### config.mk
export PLATFORM = sky130hd
export DESIGN_NAME = seg7_scan_flat
export DESIGN_NICKNAME = d
export VERILOG_FILES = /design/src/rtl/seg7_scan_if.sv /design/src/rtl/seg7_scan.sv /design/src/flat_wrapper.sv
export SDC_FILE = /design/constraint.sdc
export NUM_CORES = 1
export LEC_CHECK = 0
export ABC_AREA = 0
export CAP_MARGIN = 20
export CELL_PAD_IN_SITES_DETAIL_PLACEMENT = 0
export CELL_PAD_IN_SITES_GLOBAL_PLACEMENT = 2
export CORE_MARGIN = 4
export CORE_UTILIZATION = 34
export DETAILED_ROUTE_END_ITERATION = 12
export GPL_TIMING_DRIVEN = 0
export PLACE_DENSITY = 0.86
export SLEW_MARGIN = 0
export SYNTH_ARGS = -nofsm -noshare
export SYNTH_HDL_FRONTEND = slang
export SYNTH_SLANG_ARGS = --single-unit
### constraint.sdc
create_clock -name clk -period 2.5 [get_ports clk]
set_clock_uncertainty 0.1 [all_clocks]
set_input_delay 0.25 -clock clk [delete_from_list [all_inputs] [get_ports clk]]
set_output_delay 0.25 -clock clk [all_outputs]
set_load 0.01 [all_outputs]
### src/rtl/seg7_scan_if.sv
// seg7_scan_if: digit/control bundle between the alarm top and the display scanner.
//   *_now      : current-time BCD digits (hour tens/ones, minute tens/ones)
//   *_bud      : alarm-time BCD digits
//   blink_en   : alarm ringing, blink the current-time digits
//   seg/dp/an  : active-low segment, decimal-point and anode drives
// master drives digits/blink_en and observes the display; slave is the scanner.
interface seg7_scan_if;
  logic [3:0] hourdec_now;
  logic [3:0] hourone_now;
  logic [3:0] mindec_now;
  logic [3:0] minone_now;
  logic [3:0] hourdec_bud;
  logic [3:0] hourone_bud;
  logic [3:0] mindec_bud;
  logic [3:0] minone_bud;
  logic       blink_en;
  logic [6:0] seg;
  logic       dp;
  logic [7:0] an;

  modport master (
    output hourdec_now, hourone_now, mindec_now, minone_now,
    output hourdec_bud, hourone_bud, mindec_bud, minone_bud,
    output blink_en,
    input  seg, dp, an
  );

  modport slave (
    input  hourdec_now, hourone_now, mindec_now, minone_now,
    input  hourdec_bud, hourone_bud, mindec_bud, minone_bud,
    input  blink_en,
    output seg, dp, an
  );
endinterface

### src/rtl/seg7_scan.sv
// seg7_scan: 8-digit common-anode 7-segment scanner.
//   Digits 0-3 show the current time, 4-7 the alarm time. Inputs are sampled
//   into shadow registers once per scan frame so the display never tears.
// Ports:
//   clk   : system clock
//   rstn  : asynchronous active-low reset
//   bus   : seg7_scan_if.slave (digits, blink_en in; seg/dp/an out, all registered)
module seg7_scan #(
  parameter int unsigned REFRESH_DIV = 100000,
  parameter int unsigned BLINK_DIV   = 50000000,
  parameter int unsigned LZB         = 1
) (
  input  logic        clk,
  input  logic        rstn,
  seg7_scan_if.slave  bus
);

  localparam int unsigned RW = (REFRESH_DIV > 2) ? $clog2(REFRESH_DIV) : 1;
  localparam int unsigned BW = (BLINK_DIV > 2) ? $clog2(BLINK_DIV) : 1;

  logic [RW-1:0] r_ref_cnt;
  logic [2:0]    r_idx;
  logic [BW-1:0] r_blink_cnt;
  logic          r_blink_on;
  logic [3:0]    r_shadow [8];
  logic [7:0]    r_an;
  logic [6:0]    r_seg;
  logic          r_dp;

  logic          w_tick;
  logic          w_blink_tc;
  logic [3:0]    w_digit;
  logic          w_blank;
  logic          w_dark;
  logic [7:0]    w_an;
  logic [6:0]    w_seg;
  logic          w_dp;

  // BCD to active-low {G..A}; non-decimal values show a dash
  function automatic logic [6:0] f_decode(input logic [3:0] v);
    logic [6:0] s;
    case (v)
      4'd0:    s = 7'b1000000;
      4'd1:    s = 7'b1111001;
      4'd2:    s = 7'b0100100;
      4'd3:    s = 7'b0110000;
      4'd4:    s = 7'b0011001;
      4'd5:    s = 7'b0010010;
      4'd6:    s = 7'b0000010;
      4'd7:    s = 7'b1111000;
      4'd8:    s = 7'b0000000;
      4'd9:    s = 7'b0010000;
      default: s = 7'b0111111;
    endcase
    return s;
  endfunction

  assign w_tick     = (r_ref_cnt == RW'(REFRESH_DIV - 1));
  assign w_blink_tc = (r_blink_cnt == BW'(BLINK_DIV - 1));

  // Refresh divider and digit index
  always_ff @(posedge clk or negedge rstn) begin
    if (!rstn) begin
      r_ref_cnt <= '0;
      r_idx     <= '0;
    end else if (w_tick) begin
      r_ref_cnt <= '0;
      r_idx     <= r_idx + 3'd1;
    end else begin
      r_ref_cnt <= r_ref_cnt + RW'(1);
    end
  end

  // Frame-boundary snapshot of all eight digits
  always_ff @(posedge clk or negedge rstn) begin
    if (!rstn) begin
      for (int i = 0; i < 8; i++) r_shadow[i] <= '0;
    end else if (w_tick && (r_idx == 3'd7)) begin
      r_shadow[0] <= bus.minone_now;
      r_shadow[1] <= bus.mindec_now;
      r_shadow[2] <= bus.hourone_now;
      r_shadow[3] <= bus.hourdec_now;
      r_shadow[4] <= bus.minone_bud;
      r_shadow[5] <= bus.mindec_bud;
      r_shadow[6] <= bus.hourone_bud;
      r_shadow[7] <= bus.hourdec_bud;
    end
  end

  // Blink phase; parked in the on-phase while not ringing
  always_ff @(posedge clk or negedge rstn) begin
    if (!rstn) begin
      r_blink_cnt <= '0;
      r_blink_on  <= 1'b1;
    end else if (!bus.blink_en) begin
      r_blink_cnt <= '0;
      r_blink_on  <= 1'b1;
    end else if (w_blink_tc) begin
      r_blink_cnt <= '0;
      r_blink_on  <= ~r_blink_on;
    end else begin
      r_blink_cnt <= r_blink_cnt + BW'(1);
    end
  end

  // Next display drive. blink_en gates darkness directly so that dropping it
  // restores digits 0-3 on the very next registered update.
  always_comb begin
    w_digit = r_shadow[r_idx];
    w_blank = (LZB != 0) && (r_idx[1:0] == 2'd3) && (w_digit == 4'd0);
    w_dark  = bus.blink_en && !r_blink_on && !r_idx[2];
    w_an    = ~(8'd1 << r_idx);
    if (w_dark) w_an = 8'hFF;
    w_seg   = w_blank ? 7'h7F : f_decode(w_digit);
    w_dp    = !(r_idx[1:0] == 2'd2);
  end

  always_ff @(posedge clk or negedge rstn) begin
    if (!rstn) begin
      r_an  <= 8'hFF;
      r_seg <= 7'h7F;
      r_dp  <= 1'b1;
    end else begin
      r_an  <= w_an;
      r_seg <= w_seg;
      r_dp  <= w_dp;
    end
  end

  assign bus.an  = r_an;
  assign bus.seg = r_seg;
  assign bus.dp  = r_dp;

endmodule

### src/flat_wrapper.sv
// flat-port wrapper written by rule: the top's interface ports become plain ports
module seg7_scan_flat 
#(
  parameter int unsigned REFRESH_DIV = 100000,
  parameter int unsigned BLINK_DIV   = 50000000,
  parameter int unsigned LZB         = 1
)
  (clk, rstn, bus_hourdec_now, bus_hourone_now, bus_mindec_now, bus_minone_now, bus_hourdec_bud, bus_hourone_bud, bus_mindec_bud, bus_minone_bud, bus_blink_en, bus_seg, bus_dp, bus_an);
  seg7_scan_if bus_i ();
  input  logic clk;
  input  logic rstn;
  input wire logic [$bits(bus_i.hourdec_now)-1:0] bus_hourdec_now;
  input wire logic [$bits(bus_i.hourone_now)-1:0] bus_hourone_now;
  input wire logic [$bits(bus_i.mindec_now)-1:0] bus_mindec_now;
  input wire logic [$bits(bus_i.minone_now)-1:0] bus_minone_now;
  input wire logic [$bits(bus_i.hourdec_bud)-1:0] bus_hourdec_bud;
  input wire logic [$bits(bus_i.hourone_bud)-1:0] bus_hourone_bud;
  input wire logic [$bits(bus_i.mindec_bud)-1:0] bus_mindec_bud;
  input wire logic [$bits(bus_i.minone_bud)-1:0] bus_minone_bud;
  input wire logic [$bits(bus_i.blink_en)-1:0] bus_blink_en;
  output wire logic [$bits(bus_i.seg)-1:0] bus_seg;
  output wire logic [$bits(bus_i.dp)-1:0] bus_dp;
  output wire logic [$bits(bus_i.an)-1:0] bus_an;
  assign bus_i.hourdec_now = bus_hourdec_now;
  assign bus_i.hourone_now = bus_hourone_now;
  assign bus_i.mindec_now = bus_mindec_now;
  assign bus_i.minone_now = bus_minone_now;
  assign bus_i.hourdec_bud = bus_hourdec_bud;
  assign bus_i.hourone_bud = bus_hourone_bud;
  assign bus_i.mindec_bud = bus_mindec_bud;
  assign bus_i.minone_bud = bus_minone_bud;
  assign bus_i.blink_en = bus_blink_en;
  assign bus_seg = bus_i.seg;
  assign bus_dp = bus_i.dp;
  assign bus_an = bus_i.an;
  seg7_scan #(.REFRESH_DIV(REFRESH_DIV), .BLINK_DIV(BLINK_DIV), .LZB(LZB)) u_core (.clk(clk), .rstn(rstn), .bus(bus_i));
endmodule
### Yosys cells after proc, flatten, opt, wreduce, memory -nomap -nowiden

Memory sizes are Yosys's and may differ from the RTL's.
Cells that the tools add are included.

| storage, ports and cells | value |
|---|---|
| register bits | 95 |
| ROM bits | 112 |
| input bits | 35 |
| output and inout bits | 16 |
| memories kept | 1 |

Memory list:

| memory | words | bits a word | rd ports | clocked after Yosys merged registers in | wr ports | line | text |
|---|---|---|---|---|---|---|---|
| (no name shown) | 16 | 7 | 1 | 0 | 0 | seg7_scan.sv:42 | `case (v)` |

| cells by class | value |
|---|---|
| add/subtract/negate cells | 3 |
| order comparisons | 1 |
| eq/ne operators | 6 |
| shifts and indexed selects | 1 |
| mux-type cells | 10 |
| bitwise gates (word level) | 3 |
| reductions and logical operators | 8 |

Operators with widths:

| kind | count |
|---|---|
| 2-to-1 mux 26 bit | 2 |
| adder 26 x 1 -> 26 bit (second input constant) | 1 |
| == test 26 bit (second input constant) | 1 |
| adder 17 x 1 -> 17 bit (second input constant) | 1 |
| == test 17 bit (second input constant) | 1 |
| 2-to-1 mux 17 bit | 1 |
| binary-select mux 4 bit (select 3 bit) | 1 |
| 2-to-1 mux 4 bit | 2 |
| 2-to-1 mux 8 bit | 1 |
| inverter 8 bit | 1 |
| << shifter 1 x 3 -> 8 bit (first input constant) | 1 |
| 2-to-1 mux 7 bit | 1 |
| == test 2 bit (second input constant) | 2 |
| >= comparator 4 bit (second input constant) | 1 |
| logical AND 1 bit | 4 |
| zero test 4 bit | 1 |
| inverter 3 -> 4 bit | 1 |
| adder 3 x 1 -> 3 bit (second input constant) | 1 |
| == test 3 bit (second input constant) | 1 |
| zero test 1 bit | 3 |
| 2-to-1 mux 1 bit | 2 |
| inequality test 2 x 1 -> 1 bit (second input constant) | 1 |
| inverter 1 bit | 1 |

### Depth between registers and ports, before layout

Gate-level depths: netlist of run 1.

| depth | value |
|---|---|
| depth in word-level cells | 7 |
| depth in mapped cells | 8 |
| mapped depth without buffers | 7 |

### Worst setup path before layout of run 1

No wires, ideal clock.

| timing | value |
|---|---|
| path type | register to register |
| from | register u_core.r_idx[0] |
| to | register u_core.r_seg[3] (netlist: u_core.bus.seg[3]) |
| setup time | 0.073 ns |
| arrival time | 2.223 ns |
| setup slack | 0.104 ns |
| stages on the path, launching flop included | 9 |
| clock period less this slack | 2.396 ns |
| cells stage by stage | dfrtp_1 -> buf_2 -> mux4_2 -> mux2i_1 -> ha_1 -> and2_1 -> nor2_1 -> mux2_2 -> a21oi_1 |

| between the ends | value |
|---|---|
| cells in the longest elaborated chain, start to end | 7 |
| elaborated cells on any way between the ends | 9 |
| classes of those cells | 1 x eq/ne; 4 x mux; 1 x bitwise; 2 x reduce/logical; 1 x memory |

RTL lines:

| item | line | text |
|---|---|---|
| start, declared | seg7_scan.sv:22 | `logic [2:0] r_idx;` |
| start signal, assigned | seg7_scan.sv:68 | `r_idx <= r_idx + 3'd1;` |
| branches (longest 6 deep; another with memory (16 x 7 bit)) | - |  |
| 2-to-1 mux 7 bit (*) | seg7_scan.sv:114 | `w_seg = w_blank ? 7'h7F : f_decode(w_digit);` |
| via u_core.w_seg[3] | seg7_scan.sv:36 | `logic [6:0] w_seg;` |
| end signal, assigned | seg7_scan.sv:125 | `r_seg <= w_seg;` |
| end, declared | seg7_scan.sv:27 | `logic [6:0] r_seg;` |

Mark *: on every way through the listed nets, which the timed path passes. The select of a mux whose other input is x is not followed.
A chain may end at the register's enable or synchronous reset.

### Worst setup path in the final report of run 1

Same ends and word-level chain as after synthesis.

==> summary.md, run 1 <==
| Metric | Value |
|---|---|
| Number of global-route vias before repair | `3215` |
| Clock slew at reported path FFs | `0.06 ns` |
| Max clock buf depth | `2` |
| First-pass GRT wire length | `16.0 mm` |
| Fin. Hold Viols | `0` |
| Diode count | `0` |
| FP Rows | `41` |
| Drt drc | `0` |
| Initial Util | `35.2%` |
| Leakage Power | `between 2 and 2.5 nW` |
| Vias/cell | `5.01` |
| EDFF count, synth | `0` |
| Die span in y | `123 microns` |
| Die ar. | `0.0152 sq mm` |
| Final wirelength | `9.44 mm` |
| Crit path required time | `roughly 2.7 ns` |
| Worst Reg-to-Reg Cells | `8` |
| Area growth syn-to-layout | `25.2%` |
| ANT nets after route | `0` |
| # H-tree levels | `3` |
| FFs w/ async S/R, synth | `100%` |
| Max Freq | `421 MHz` |
| Max cap viols | `0` |
| Core footprint | `0.0128 sq mm` |
| Clock root cell | `clkbuf_16` |
| Pwr Total | `0.00301 W` |
| Crit path kind | `flip-flop to flip-flop` |
| Wire per inst | `15.1 microns` |
| RSZ-0062 raised after global routing | `no` |
| Die width | `about 120 microns` |
| Routability cong. | `0.811` |
| Arr. time, crit path | `roughly 2.5 ns` |
| Num CTS Buffers | `9` |
| Pwr Density | `533 mW/mm^2` |
| Synthesized area | `0.00452 sq mm` |
| Worst slew margin | `67.0%` |
| Yosys reg bits | `95` |
| Worst-Margin Slew | `0.485 ns` |
| Ports | `51` |
| Via count | `3135` |
| GRT Util Overall | `~13%` |
| Endpoints failing setup | `0` |
| Pins Over Slew Limit | `0` |
| Setup TNS | `0 ns` |
| Sequential share of the synthesized area | `53.1%` |
| Largest net degree at the start of global routing | `71` |
| Yosys warns | `0` |
| Worst vdd ir | `0.000241 V` |
| Crit end category | `flip-flop` |
| Antenna violations before repair | `0` |
| Cell count after synthesis | `383` |
| Synth Flop Type | `dfrtp_1` |
| Post-Synthesis Net Count | `432` |
| Starting DRC count in detailed routing | `209` |
| Crit Path Max Fanout | `9` |
| Part of the cycle the worst path needs | `95.0%` |
| Fin util | `between 40% and 50%` |
| Hold crit path type | `input pin to asynchronous set/reset pin` |
| Grt ovf | `0` |
| Tmin final | `2.38 ns` |
| Clock tree from TritonCTS | `yes` |
| Fraction of layout cells with a size suffix above 1 | `between 20% and 30%` |
| Setup crit start kind | `flip-flop` |
| Library cells used by synthesis | `42` |
| Outcome | `complete, no violations` |
| Worst-skew pair later-pin latency | `0.34 ns` |
| Final net count | `498` |
| Synthesized area per cell | `11.8 sq um` |
| Clk sinks | `95` |
| First-pass iteration count of the detailed router | `4` |
| Port-buffer cells | `50` |
| Detail Placement HPWL | `6.84 mm` |
## flip-flops by register name, indices dropped and copies added, names as in the netlist
name and cells:
u_core.r_shadow 32, u_core.r_blink_cnt 26, u_core.r_ref_cnt 17, u_core.bus.an 8, u_core.bus.seg 7, u_core.r_idx 3
u_core.bus.dp 1, u_core.r_blink_on 1
## report_power, final
group	internal (W)	leakage [nW]	switching, W
Sequential	0.00154	1.25	0.00000344
Clock	0.000804	0.144	0.000557
Combinational	0.0000572	1.02	0.0000495
## final timing paths
path                       slack (ns)                  start               endpoint
max                              0.12        u_core.r_idx[0]      u_core.bus.seg[3]
min                              0.27                   rstn  u_core.r_blink_cnt[3]
max reg2reg                      0.12        u_core.r_idx[0]      u_core.bus.seg[3]
min reg2reg                      0.38  u_core.r_blink_cnt[0]  u_core.r_blink_cnt[0]
max in group asynchronous        1.35                   rstn       u_core.bus.an[4]
min in group clk                 0.38  u_core.r_blink_cnt[0]  u_core.r_blink_cnt[0]
## metal layers
| layer | track usage, % | part of all wire [%] | wire length [microns] |
|---|---|---|---|
| met5 | 0 | 0 | 0 |
| met4 | 5.05 | 1.4 | 129 |
| met3 | 3.16 | 3.6 | 340 |
| met2 | 20.5 | 47 | 4470 |
| met1 | 18.7 | 48 | 4500 |
## cell usage in the layout, fill, tap and decap left out, types with 13 or more instances in the layout
master           synthesis  routed
a21oi_1                 19      19
clkdlybuf4s50_1          0      49
dfrtp_1                 78      78
dfstp_2                 17      17
ha_1                    14      13
mux2_2                  34      34
nand2_1                 22      22
nand3_1                 18      18
nand4_1                 14      14
nor2_1                  22      22
or4_1                   13      13
xnor2_1                 14      14
## cell families after synthesis
logic type      share of synthesized area (%)
buf+inv                                  2.49
fa+ha+maj                                3.87
simple gates                             15.8
flops                                    53.1
mux                                      14.1
xor+xnor                                 4.84
compound gates                           5.81
## layout make-up
class | count | area, sq um
fillers | 1219 | 7170
flip-flops and latches | 95 | 2400
multi-input cells | 261 | 2070
repair buffers | 55 | 558
clock buffers | 13 | 250
well taps | 172 | 215
plain buffers | 14 | 77.6
inverters | 13 | 48.8
clock inverters | 3 | 43.8
## timing repair
action,in CTS,in global routing
endpoints found under the setup margin,37,53
endpoints found under the hold margin,19,0
buffers inserted,0,3
pin swaps,0,1
gates resized for setup,9,8
hold buffers,1,0
## per-stage QoR
step                hold WS [ns]  std cells  instance area [sq um]  setup slack, ns
global route               0.311        626                   5660          0.00859
CTS                        0.267        623                   5610           0.0250
detailed placement        0.0966        606                   5260           -0.292
floorplan                 -0.146        383                   4520            0.104
global placement           0.363        605                   5240            -2.43
finish                     0.266        626                   5660            0.124
## cell usage after synthesis (2+ instances only)
master,count,area [sq um]
nor2_1,22,82.6
xor2_1,11,96.3
nand3_1,18,90.1
and3_2,2,15.0
mux2_2,34,383
o31ai_1,12,90.1
dfrtp_1,78,1950
nor2b_1,2,12.5
or3_2,3,22.5
nor4_1,3,18.8
dfstp_2,17,447
or3_1,5,31.3
or4_1,13,97.6
and2_1,5,31.3
nand2_1,22,82.6
clkbuf_1,7,26.3
xnor2_1,14,123
nand4_1,14,87.6
o21ai_0,7,35.0
mux4_2,8,180
a21oi_1,19,95.1
ha_1,14,175
mux2i_1,5,50.1
and4_1,2,17.5
and3_1,5,31.3
a31oi_1,2,12.5
nor3_1,8,40.0
buf_2,6,30.0
inv_1,12,45.0
## worst max-delay path, stage by stage, from the launching register on
cell	delay, ns
dfrtp_1	0.41
buf_8	0.18
mux4_2	0.55
mux2i_4	0.21
ha_2	0.23
and2_1	0.16
nor2_1	0.05
mux2_2	0.26
a21oi_1	0.15
(Power assumes the default switching activity.)
==> inputs of run 2 (changes only) <==
--- a/config.mk
+++ b/config.mk
@@ -13,6 +13,7 @@
 export CORE_UTILIZATION = 34
 export DETAILED_ROUTE_END_ITERATION = 12
 export GPL_TIMING_DRIVEN = 0
+export MAX_ROUTING_LAYER = met4
 export PLACE_DENSITY = 0.86
 export SLEW_MARGIN = 0
 export SYNTH_ARGS = -nofsm -noshare
==> run 2 against run 1 <==
Against the previous run: worst setup slack barely moved; sequential share of layout area grew 0.056 points; maximum frequency about the same; die area unchanged; utilization shrank 0.059 points.
==> summary.md, run 2 (synthesized netlist as in run 1, its figures left out) <==
| Metric | Value |
|---|---|
| Core footprint | `0.0128 sq mm (unchanged)` |
| Place WS | `-0.292 ns (unchanged)` |
| Die ar. | `0.0152 sq mm (unchanged)` |
| Outcome | `complete, no violations (unchanged)` |
| Detail Placement HPWL | `6.84 mm (unchanged)` |
| Worst-skew pair later-pin latency | `0.34 ns (about the same)` |
| Crit Path Max Fanout | `9 (unchanged)` |
| Die span in y | `123 microns (unchanged)` |
| Num CTS Buffers | `9 (unchanged)` |
| Setup TNS | `0 ns (unchanged)` |
| Worst slew margin | `67.0% (about the same)` |
| Via count | `3141 (was 3135)` |
| Crit path required time | `2.67 ns (about the same)` |
| ANT nets after route | `0 (unchanged)` |
| Pwr Total | `0.00302 W (was 0.00301 W)` |
| Final net count | `497 (was 498)` |
| Clock slew at reported path FFs | `0.06 ns (about the same)` |
| Starting DRC count in detailed routing | `207 (was 209)` |
| Leakage Power | `2.42 nW (about the same)` |
| Pwr Density | `534 mW/mm^2 (was 533 mW/mm^2)` |
| Slowest-stage cell, CP | `mux4_2 (unchanged)` |
| Port-buffer cells | `50 (unchanged)` |
| Critical Path Max Stage Delay | `0.55 ns (about the same)` |
| Arr. time, crit path | `2.54 ns (about the same)` |
| Commonest non-fill, non-tap cells in the layout | `dfrtp_1, clkdlybuf4s50_1, mux2_2 (unchanged)` |
| Fin. Hold Viols | `0 (unchanged)` |
| Tmin final | `2.38 ns (about the same)` |
| Commonest non-fill, non-tap cell in the layout | `dfrtp_1 (unchanged)` |
| First-pass GRT wire length | `16.0 mm (unchanged)` |
| Fin util | `44.1% (about the same)` |
| Grt ovf | `0 (unchanged)` |
| Crit path kind | `flip-flop to flip-flop (unchanged)` |
| Largest net degree at the start of global routing | `71 (unchanged)` |
| Pins Over Slew Limit | `0 (unchanged)` |
| Routability cong. | `0.823 (was 0.811)` |
| Drt drc | `0 (unchanged)` |
| Clk sinks | `95 (unchanged)` |
| Clock tree from TritonCTS | `yes (unchanged)` |
| Dpl cells | `606 (unchanged)` |
| Max cap viols | `0 (unchanged)` |
| Ports | `51 (unchanged)` |
| Max Freq | `421 MHz (about the same)` |
| Antenna violations before repair | `0 (unchanged)` |
| Part of the cycle the worst path needs | `95.0% (about the same)` |
| Max clock buf depth | `2 (unchanged)` |
| First-pass iteration count of the detailed router | `4 (unchanged)` |
| Post-route insts no fill | `625 (was 626)` |
| Worst vdd ir | `0.000241 V (about the same)` |
| Max reg flops | `32 (unchanged)` |
| Vias/cell | `5.03 (was 5.01)` |
| Clock root cell | `clkbuf_16 (unchanged)` |
| Biggest register | `u_core.r_shadow (unchanged)` |
| Fraction of layout cells with a size suffix above 1 | `22.3% (was 22.5%)` |
| Wire per inst | `15.1 microns (about the same)` |
| Die width | `123 microns (unchanged)` |
| Endpoints failing setup | `0 (unchanged)` |
| Area growth syn-to-layout | `25.0% (was 25.2%)` |
| Initial Util | `35.2% (unchanged)` |
| Number of global-route vias before repair | `3217 (was 3215)` |
| Worst-Margin Slew | `0.485 ns (about the same)` |
| GRT Util Overall | `13.8% (was 13.5%)` |
| Crit end category | `flip-flop (unchanged)` |
| Final WS setup | `0.125 ns (was 0.124 ns)` |
| Top Registers | `u_core.r_shadow (32), u_core.r_blink_cnt (26), u_core.r_ref_cnt (17) (unchanged)` |
| RSZ-0062 raised after global routing | `no (unchanged)` |
| Hold crit path type | `input pin to asynchronous set/reset pin (unchanged)` |
| Final wirelength | `9.43 mm (was 9.44 mm)` |
| FP Rows | `41 (unchanged)` |
| CP Cell Sequence | `buf_8 > mux4_2 > mux2i_4 > ha_2 > and2_1 > nor2_1 > mux2_2 > a21oi_1 (unchanged)` |
| Setup crit start kind | `flip-flop (unchanged)` |
| # H-tree levels | `3 (unchanged)` |
| Diode count | `0 (unchanged)` |
[run 2: cell count changes in the layout (fill, tap and decap cells not counted), sizes merged]
cell,change
buf,-1
[run 2: per-stage QoR]
stage | cell area [sq um] | hold slack (ns)
final | 5650 | 0.265
after global routing | 5650 | 0.313
after CTS | 5610 | 0.267
after detailed placement | 5260 | 0.0966
after global placement | 5240 | 0.363
after floorplan | 4520 | -0.146
[run 2: final timing paths]
| kind | end | depth (start not counted) | start | slack [ns] |
|---|---|---|---|---|
| max | u_core.bus.seg[3] | 8 | u_core.r_idx[0] | 0.12 |
| min | u_core.r_blink_cnt[3] | 2 | rstn | 0.26 |
| max reg2reg | u_core.bus.seg[3] | 8 | u_core.r_idx[0] | 0.12 |
| min reg2reg | u_core.r_blink_cnt[0] | 1 | u_core.r_blink_cnt[0] | 0.38 |
| max in group asynchronous | u_core.bus.an[0] | 3 | rstn | 1.35 |
| min in group clk | u_core.r_blink_cnt[0] | 1 | u_core.r_blink_cnt[0] | 0.38 |
[run 2: critical path, delay by kind of cell (launching register included)]
| family | cells | cell delay, ns |
|---|---|---|
| buffers and inverters | 1 | 0.18 |
| AO/OA/AOI/OAI | 1 | 0.15 |
| AND/OR/NAND/NOR | 2 | 0.21 |
| flip-flops | 1 | 0.41 |
| adder cells (fa/ha/maj) | 1 | 0.23 |
| multiplexers | 3 | 1.02 |
[run 2: what timing repair did]
action / CTS / global route
pin swaps: 0 / 1
buffers inserted: 0 / 2
hold buffers: 1 / 0
gates resized for setup: 9 / 8
cloned: 0 / 0
setup endpoints to repair: 37 / 53
hold endpoints to repair: 19 / 0
[run 2: per-layer routing]
layer | vias to the layer above | track usage (%) | share of wire, % | wire length [microns]
met4 | 0 | 5.05 | 1.8 | 166
met1 | 1555 | 18.7 | 48 | 4520
met3 | 15 | 2.97 | 3.1 | 288
met5 | - | - | 0 | 0
met2 | 45 | 20.6 | 47 | 4450
li1 | 1526 | - | - | -
[run 2: cell type report]
cell class	instances	area, sq um
flip-flops and latches	95	2400
fillers	1220	7170
multi-input cells	261	2070
clock buffers	13	250
repair buffers	54	551
clock inverters	3	43.8
inverters	13	48.8
well taps	172	215
plain buffers	14	77.6
[run 2: where the power goes]
part / total (W) / switching [W] / internal [W]
clock: 0.00136 / 0.000559 / 0.000804
sequential: 0.00155 / 0.00000343 / 0.00154
combinational: 0.000107 / 0.0000497 / 0.0000572
total: 0.00302 / 0.000612 / 0.00240
